$ cat src/rtl/core_pkg.sv
// Shared rename-stage types: physical register ID width, register counts and
// the free-list controller state encoding.
package core_pkg;
  localparam int PREG_W   = 6;
  localparam int NUM_PREG = 64;
  localparam int NUM_AREG = 32;

  typedef logic [PREG_W-1:0] preg_id_t;

  typedef enum logic [1:0] {
    INIT    = 2'd0,
    RUN     = 2'd1,
    RECOVER = 2'd2
  } fl_state_t;
endpackage

$ cat src/rtl/free_list_if.sv
// Handshake bundle between the free list, the FRAT (allocation side) and the
// RRAT (retirement side), plus the flush and the sticky error flag.
interface free_list_if;
  import core_pkg::*;

  logic     SYS;
  logic     Shift_IN_FRAT;
  preg_id_t RegID_OUT_FRAT;
  logic     STALL_OUT_FRAT;
  logic     commit_IN_RRAT;
  logic     free_IN_RRAT;
  preg_id_t RegID_IN_RRAT;
  logic     overflow_ERR;

  modport slave (
    input  SYS, Shift_IN_FRAT, commit_IN_RRAT, free_IN_RRAT, RegID_IN_RRAT,
    output RegID_OUT_FRAT, STALL_OUT_FRAT, overflow_ERR
  );

  modport master (
    output SYS, Shift_IN_FRAT, commit_IN_RRAT, free_IN_RRAT, RegID_IN_RRAT,
    input  RegID_OUT_FRAT, STALL_OUT_FRAT, overflow_ERR
  );
endinterface

$ cat src/rtl/free_list_mem.sv
// Circular storage for free physical register IDs: one synchronous write
// port, one asynchronous read port so the head entry falls through.
module free_list_mem
  import core_pkg::*;
#(
  parameter int DEPTH = NUM_PREG - NUM_AREG,
  parameter int AW    = $clog2(DEPTH)
) (
  input  logic          clk_i,
  input  logic          we_i,
  input  logic [AW-1:0] waddr_i,
  input  preg_id_t      wdata_i,
  input  logic [AW-1:0] raddr_i,
  output preg_id_t      rdata_o
);

  preg_id_t mem_q [DEPTH];

  always_ff @(posedge clk_i) begin
    if (we_i) begin
      mem_q[waddr_i] <= wdata_i;
    end
  end

  assign rdata_o = mem_q[raddr_i];

endmodule

$ cat src/rtl/free_list.sv
// Physical-register free list with committed-head checkpoint for flush rollback.
// Optional `FREE_LIST_BYPASS_EN: on an empty list a same-cycle freed ID is granted directly.
module free_list
  import core_pkg::*;
#(
  parameter int DEPTH = NUM_PREG - NUM_AREG
) (
  input  logic        CLK,
  input  logic        RESET,
  free_list_if.slave  fl
);

  localparam int AW = $clog2(DEPTH);
  localparam int PW = AW + 1;

  typedef logic [PW-1:0] ptr_t;

  fl_state_t state_q, state_d;
  ptr_t      head_q, head_d;
  ptr_t      chead_q, chead_d;
  ptr_t      tail_q, tail_d;
  ptr_t      init_cnt_q, init_cnt_d;
  logic      ovf_q, ovf_d;

  logic          we;
  logic [AW-1:0] waddr;
  preg_id_t      wdata;
  preg_id_t      rd_data;
  ptr_t          count;
  logic          empty;
  logic          full;
  logic          stall;
  preg_id_t      id_out;

  free_list_mem #(.DEPTH(DEPTH), .AW(AW)) u_mem (
    .clk_i   (CLK),
    .we_i    (we),
    .waddr_i (waddr),
    .wdata_i (wdata),
    .raddr_i (head_q[AW-1:0]),
    .rdata_o (rd_data)
  );

  // Wrap bits make tail-head an exact occupancy in 0..DEPTH.
  assign count = tail_q - head_q;
  assign empty = (count == '0);
  assign full  = (count == ptr_t'(DEPTH));

  always_comb begin
    state_d    = state_q;
    head_d     = head_q;
    chead_d    = chead_q;
    tail_d     = tail_q;
    init_cnt_d = init_cnt_q;
    ovf_d      = ovf_q;
    we         = 1'b0;
    waddr      = tail_q[AW-1:0];
    wdata      = fl.RegID_IN_RRAT;
    stall      = 1'b1;
    id_out     = '0;

    case (state_q)
      INIT: begin
        we         = 1'b1;
        wdata      = preg_id_t'(NUM_AREG) + PREG_W'(init_cnt_q);
        tail_d     = tail_q + 1'b1;
        init_cnt_d = init_cnt_q + 1'b1;
        if (init_cnt_q == ptr_t'(DEPTH - 1)) begin
          state_d = RUN;
        end
      end

      RUN, RECOVER: begin
        if (state_q == RUN) begin
          stall  = empty;
          id_out = rd_data;
`ifdef FREE_LIST_BYPASS_EN
          if (empty && fl.free_IN_RRAT) begin
            stall  = 1'b0;
            id_out = fl.RegID_IN_RRAT;
          end
`endif
        end

        // Retirement is non-speculative: applied even in flush/recovery cycles.
        if (fl.free_IN_RRAT) begin
          if (!full) begin
            we     = 1'b1;
            tail_d = tail_q + 1'b1;
          end else begin
            ovf_d = 1'b1;
          end
        end

        if (fl.commit_IN_RRAT) begin
          if (chead_q != head_q) begin
            chead_d = chead_q + 1'b1;
          end else begin
            ovf_d = 1'b1;
          end
        end

        if (fl.SYS) begin
          head_d  = chead_d;
          state_d = RECOVER;
        end else if (state_q == RECOVER) begin
          state_d = RUN;
        end else if (fl.Shift_IN_FRAT && !stall) begin
          head_d = head_q + 1'b1;
        end
      end

      default: begin
        state_d = INIT;
      end
    endcase
  end

  always_ff @(posedge CLK) begin
    if (!RESET) begin
      state_q    <= INIT;
      head_q     <= '0;
      chead_q    <= '0;
      tail_q     <= '0;
      init_cnt_q <= '0;
      ovf_q      <= 1'b0;
    end else begin
      state_q    <= state_d;
      head_q     <= head_d;
      chead_q    <= chead_d;
      tail_q     <= tail_d;
      init_cnt_q <= init_cnt_d;
      ovf_q      <= ovf_d;
    end
  end

  assign fl.RegID_OUT_FRAT = id_out;
  assign fl.STALL_OUT_FRAT = stall;
  assign fl.overflow_ERR   = ovf_q;

endmodule

$ cat src/flat_wrapper.sv
// flat-port wrapper written by rule: the top's interface ports become plain ports
module free_list_flat import core_pkg::*;
#(
  parameter int DEPTH = NUM_PREG - NUM_AREG
)
  (CLK, RESET, fl_SYS, fl_Shift_IN_FRAT, fl_commit_IN_RRAT, fl_free_IN_RRAT, fl_RegID_IN_RRAT, fl_RegID_OUT_FRAT, fl_STALL_OUT_FRAT, fl_overflow_ERR);
  free_list_if fl_i ();
  input  logic CLK;
  input  logic RESET;
  input wire logic [$bits(fl_i.SYS)-1:0] fl_SYS;
  input wire logic [$bits(fl_i.Shift_IN_FRAT)-1:0] fl_Shift_IN_FRAT;
  input wire logic [$bits(fl_i.commit_IN_RRAT)-1:0] fl_commit_IN_RRAT;
  input wire logic [$bits(fl_i.free_IN_RRAT)-1:0] fl_free_IN_RRAT;
  input wire logic [$bits(fl_i.RegID_IN_RRAT)-1:0] fl_RegID_IN_RRAT;
  output wire logic [$bits(fl_i.RegID_OUT_FRAT)-1:0] fl_RegID_OUT_FRAT;
  output wire logic [$bits(fl_i.STALL_OUT_FRAT)-1:0] fl_STALL_OUT_FRAT;
  output wire logic [$bits(fl_i.overflow_ERR)-1:0] fl_overflow_ERR;
  assign fl_i.SYS = fl_SYS;
  assign fl_i.Shift_IN_FRAT = fl_Shift_IN_FRAT;
  assign fl_i.commit_IN_RRAT = fl_commit_IN_RRAT;
  assign fl_i.free_IN_RRAT = fl_free_IN_RRAT;
  assign fl_i.RegID_IN_RRAT = fl_RegID_IN_RRAT;
  assign fl_RegID_OUT_FRAT = fl_i.RegID_OUT_FRAT;
  assign fl_STALL_OUT_FRAT = fl_i.STALL_OUT_FRAT;
  assign fl_overflow_ERR = fl_i.overflow_ERR;
  free_list #(.DEPTH(DEPTH)) u_core (.CLK(CLK), .RESET(RESET), .fl(fl_i));
endmodule
$ cat config.mk
export PLATFORM = sky130hd
export DESIGN_NAME = free_list_flat
export DESIGN_NICKNAME = d
export VERILOG_FILES = /design/src/rtl/core_pkg.sv /design/src/rtl/free_list_if.sv /design/src/rtl/free_list_mem.sv /design/src/rtl/free_list.sv /design/src/flat_wrapper.sv
export SDC_FILE = /design/constraint.sdc
export NUM_CORES = 1
export LEC_CHECK = 0
export CELL_PAD_IN_SITES_DETAIL_PLACEMENT = 0
export CELL_PAD_IN_SITES_GLOBAL_PLACEMENT = 1
export CORE_ASPECT_RATIO = 1.5
export CORE_MARGIN = 3
export CORE_UTILIZATION = 60
export CTS_BUF_LIST = sky130_fd_sc_hd__clkbuf_8
export DETAILED_ROUTE_END_ITERATION = 10
export DONT_BUFFER_PORTS = 1
export PLACE_DENSITY = 0.87
export SLEW_MARGIN = 30
export SYNTH_ARGS = -nofsm -noshare
export SYNTH_HDL_FRONTEND = slang
export SYNTH_SLANG_ARGS = --single-unit
$ cat constraint.sdc
create_clock -name CLK -period 7 [get_ports CLK]
set_clock_uncertainty 0.05 [all_clocks]
set_input_delay 1.4 -clock CLK [delete_from_list [all_inputs] [get_ports CLK]]
set_output_delay 1.4 -clock CLK [all_outputs]
set_load 0.05 [all_outputs]
## After elaboration in Yosys (flattened, before gate mapping)

Memory sizes are Yosys's and may differ from the RTL's. A register that Yosys moved wholly into a read port is not among the register bits.
Cells that the tools add are included.

- Memory bits (writable): 192
- Bits in registers: 27
- Memories: 1
- Output and inout port bits: 8
- Bits of input ports: 12

- Muxes and demuxes: 29
- Equality and inequality tests: 10
- Reductions and logical operators: 10
- $add $sub $neg: 6

Memory list:

| name | depth | width | rd ports | clocked after memory_dff | write ports | RTL line | source |
|---|---|---|---|---|---|---|---|
| u_core.u_mem.mem_q | 32 | 6 | 1 | 1 | 1 | free_list_mem.sv:17 | `preg_id_t mem_q [DEPTH];` |

Operators by type and width:

| operator | count |
|---|---|
| $mux 6 | 10 |
| $add 6x1->6 const B | 4 |
| $pmux 6 s2 | 1 |
| $mux 1 | 11 |
| $mux 5 | 2 |
| $add 6x6->6 const A | 1 |
| $eq 6x5->1 const B | 1 |
| $eq 6x6->1 const B | 1 |
| $logic_not 6->1 | 1 |
| $mux 2 | 3 |
| $ne 2x2->1 const B | 3 |
| $ne 6x6->1 | 1 |
| $reduce_and 3->1 | 2 |
| $sub 6x6->6 | 1 |
| $pmux 2 s2 | 1 |
| $reduce_bool 2->1 | 2 |
| $ne 3x2->1 const B | 1 |
| $eq 2x1->1 const B | 1 |
| $eq 2x2->1 const B | 1 |
| $logic_not 2->1 | 1 |
| $ne 2x1->1 const B | 1 |
| $pmux 1 s2 | 1 |
| $reduce_and 2->1 | 1 |
| $reduce_or 2->1 | 1 |
| other kinds (2) | 2 |

## Logic depth before layout (Yosys ltp)

- Depth in word-level cells: 11
- Depth in mapped cells: 10

## By module

A second synthesis with hierarchy kept.

- Cells, all modules: 546
- Area total of the unflattened synthesis: 9,367.7 um2

Modules (own cells, without submodules):

| module | seq. area each (um2) | times used | cells an instance | area an instance (um2) |
|---|---|---|---|---|
| free_list_mem | 5,765.5 | 1 | 317 | 7,469.7 |
| free_list | 540.5 | 1 | 229 | 1,898.1 |

## Least setup slack after synthesis

No wires, ideal clock.

- Kind: register to output
- Start: register (tool-made name)
- End: output port fl_RegID_OUT_FRAT[0]
- Stages on the path, launching flop included: 6
- Arrival: 2,203 ps
- Buffers on the path: 1
- Setup slack: 3,347 ps
- Cells stage by stage: dfxtp_1 -> buf_1 -> mux4_2 -> mux4_2 -> mux2i_1 -> nor2_1

RTL lines:

| item | RTL line | source |
|---|---|---|
| to (decl) | flat_wrapper.sv:15 | `output wire logic [$bits(fl_i.RegID_OUT_FRAT)-1:0] fl_RegID_OUT_FRAT;` |

==> impl_metrics.env <==
export IMPL_outcome="completed"
export IMPL_path_cells="buf_4 -> mux4_2 -> mux4_2 -> mux2i_1 -> nor2_1"
export IMPL_synthTopCellsByArea="edfxtp_1, mux4_2, dfxtp_1, nor2_1, ha_1"
export IMPL_cts_max_level=1
export IMPL_rsz0062_at_grt="false"
export IMPL_end_kind="output pin"
export IMPL_clkLatencyLatePin_ns=0.55
export IMPL_cpMostUsedCell="mux4_2"
export IMPL_critPathMaxStageDelay_ns=0.76
export IMPL_antenna_diode_count=0
export IMPL_grt_max_degree=49
export IMPL_period_needed_ns=4.936
export IMPL_max_vdd_ir_drop_mv=0.1984
export IMPL_grt_pass1_wl_um=30820
export IMPL_first_global_vias=5312
export IMPL_grt_ovfl_total=0
export IMPL_post_synth_cell_area_avg_um2=16.61
export IMPL_grt_use_total_pct=23.73
export IMPL_post_cts_buffers=0
export IMPL_syn_inst=580
export IMPL_area_delta_synth_final_pct=9.271
export IMPL_antenna_found_initial=0
export IMPL_power_density_nw_per_um2=300.5
export IMPL_synthArstFlopShare_pct=0
export IMPL_yosysSeqAreaShare_pct=66.48
export IMPL_gp_congestion=0.8612
export IMPL_tritoncts="built"
export IMPL_viasPerCell=6.314
export IMPL_clock_sinks=224
export IMPL_hp_class="reg -> reg"
export IMPL_wl_um=20030
export IMPL_synth_seq_cells=224
export IMPL_critPathLaunchType="flip-flop"
export IMPL_wire_per_inst_um=24.45
export IMPL_final_hold_violation_count=0
export IMPL_clk_pin_slew_ns=0.07
export IMPL_yosys_warnings=0
export IMPL_setup_viol=0
export IMPL_critPathKind="reg -> out"
export IMPL_p_switching_uw=795.9
export IMPL_drtPass1Iterations=7
export IMPL_synth_top_area_share_pct=59.84
export IMPL_start_util_pct=61.39
export IMPL_maxCapViolCount=0
export IMPL_crit_slowest_cell="dfxtp_2"
export IMPL_drtIter0Drc=359
export IMPL_syn_nets=608
export IMPL_yosysMostFrequentCell="edfxtp_1"
export IMPL_seqCellArea_um2=6410
export IMPL_synthTopCellsByCount="edfxtp_1, nor2_1, mux4_2"
export IMPL_cts_made_buffers=30
export IMPL_drive_gt1_share_pct=22.40
export IMPL_cp_data_arrival_time_ns=3.49
export IMPL_cts_resized=0
export IMPL_p_leak_nw=3.357
export IMPL_comb_power_share_pct=12.8
export IMPL_die_h_um=161.2
export IMPL_required_ns=5.55
export IMPL_ant_nets=0
export IMPL_multi_input_area_um2=3049
export IMPL_slew_viol_final=0
export IMPL_vias=5171
export IMPL_yosysUniqueCellTypes=56
export IMPL_max_freq_ghz=0.2026
export IMPL_mappedNetlistArea_um2=9635
export IMPL_power_frac_seq_pct=51.3
export IMPL_crit_fanout=30
export IMPL_fillerInstances=1075
export IMPL_cell_internal_pwr_mw=2.368
export IMPL_hpwlAfterDp_um=13990
export IMPL_fin_tns_setup_ns=0
export IMPL_layout_nets=620
export IMPL_p_sw_share_pct=25.15
export IMPL_clock_tree_root_cell="clkbuf_8"
export IMPL_num_rows=56
export IMPL_core_area_um2=15700
export IMPL_utilization_pct=67.08
export IMPL_io_pins=20
export IMPL_clockBufferDepth=3
export IMPL_io_buffer_count=0
export IMPL_drc=0
export IMPL_fin_crit_sh_pct=70.51
export IMPL_die_area_um2=17650
export IMPL_synth_edff_count=192
export IMPL_clockPowerShare_pct=35.9
export IMPL_slew_headroom_pct=38.29
export IMPL_die_width_um=109.5
export IMPL_synthFlopType="edfxtp_1"
export IMPL_synth_top_area_cell="edfxtp_1"
export IMPL_cts_hold_buffers=0
export IMPL_tightestPinTransition_ns=0.9223
## placed cells by master, fill, tap and decap left out, drive strengths merged, types with 4 or more instances in the layout
master,Yosys,routed
bufinv,0,4
mux2i,13,13
o31ai,4,4
or3,8,8
mux2,5,5
nand4,4,4
inv,16,22
nor2b,6,6
xor2,9,9
nor3,4,4
ha,16,16
clkinv,1,7
dfxtp,32,32
o21ai,24,24
mux4,60,60
clkbuf,15,39
and2,4,4
nand2,20,20
a21oi,12,12
edfxtp,192,192
xnor2,12,12
nor2,63,63
nand3,12,12
a32o,5,5
## worst max-delay path: cells and delay by family (launching register included)
family        cells  cell delay, ns
mux               3            1.29
flops             1            0.76
buf+inv           1            0.60
simple gates      1            0.25
## power groups by stage
stage	combinational (mW)	sequential, mW	clock (mW)
after global placement	0.381	1.65	0
after global routing	0.442	1.63	1.21
final	0.405	1.62	1.13
after CTS	0.403	1.62	1.15
after floorplan	0.292	1.63	0
after detailed placement	0.401	1.65	0
## metrics by stage
stage	power (mW)	cell area (um^2)	hold slack, ns	worst slack, ns	std cells
after global placement	2.030	9796	0.4465	2.625	763
after global routing	3.279	10530	0.5040	1.765	819
after CTS	3.179	10530	0.4751	1.931	819
after detailed placement	2.052	9796	0.4621	2.564	763
after floorplan	1.920	9635	0.4133	3.347	580
final	3.164	10530	0.4690	2.064	819
## final timing paths
check / start / endpoint / slack (ns) / cells past startpoint
min: u_core.tail_q[5] / u_core.tail_q[5] / 0.47 / 2
max reg2reg: u_core.head_q[2] / u_core.u_mem.mem_q[8][3] / 3.83 / 9
max: flip-flop / fl_RegID_OUT_FRAT[1] / 2.06 / 5
min reg2reg: u_core.tail_q[5] / u_core.tail_q[5] / 0.47 / 2
## metal layers
metal	routed length, um	vias to the layer above	global-route usage (%)
met3	1273	46	4.158
met5	0	-	0
met2	10740	218	41.50
li1	-	2312	-
met1	7214	2595	29.05
met4	799	0	9.359
## cells by family after synthesis
group,after synthesis,synth area share [%]
AO/OA/AOI/OAI,65,4.908
XOR/XNOR,21,1.909
adder cells (fa/ha/maj),16,2.078
buffers and inverters,40,1.935
flip-flops,224,66.48
multiplexers,78,15.96
AND/OR/NAND/NOR,136,6.727
## area by class of cell
class	instances	area share (%)
clock buffers	39	5.098
clock inverters	17	1.830
inverters	17	0.6061
multi-input cells	316	28.96
flip-flops and latches	224	60.88
well taps	203	2.412
repair buffers	3	0.2139
## state kept, by name, indices dropped and copies added (netlist names), named ones only
register                flops
u_core.chead_q              6
u_core.fl.overflow_ERR      1
u_core.head_q               6
u_core.init_cnt_q           6
u_core.state_q              2
u_core.tail_q               6
u_core.u_mem.mem_q        192
Power figures use the tool's default switching activity.
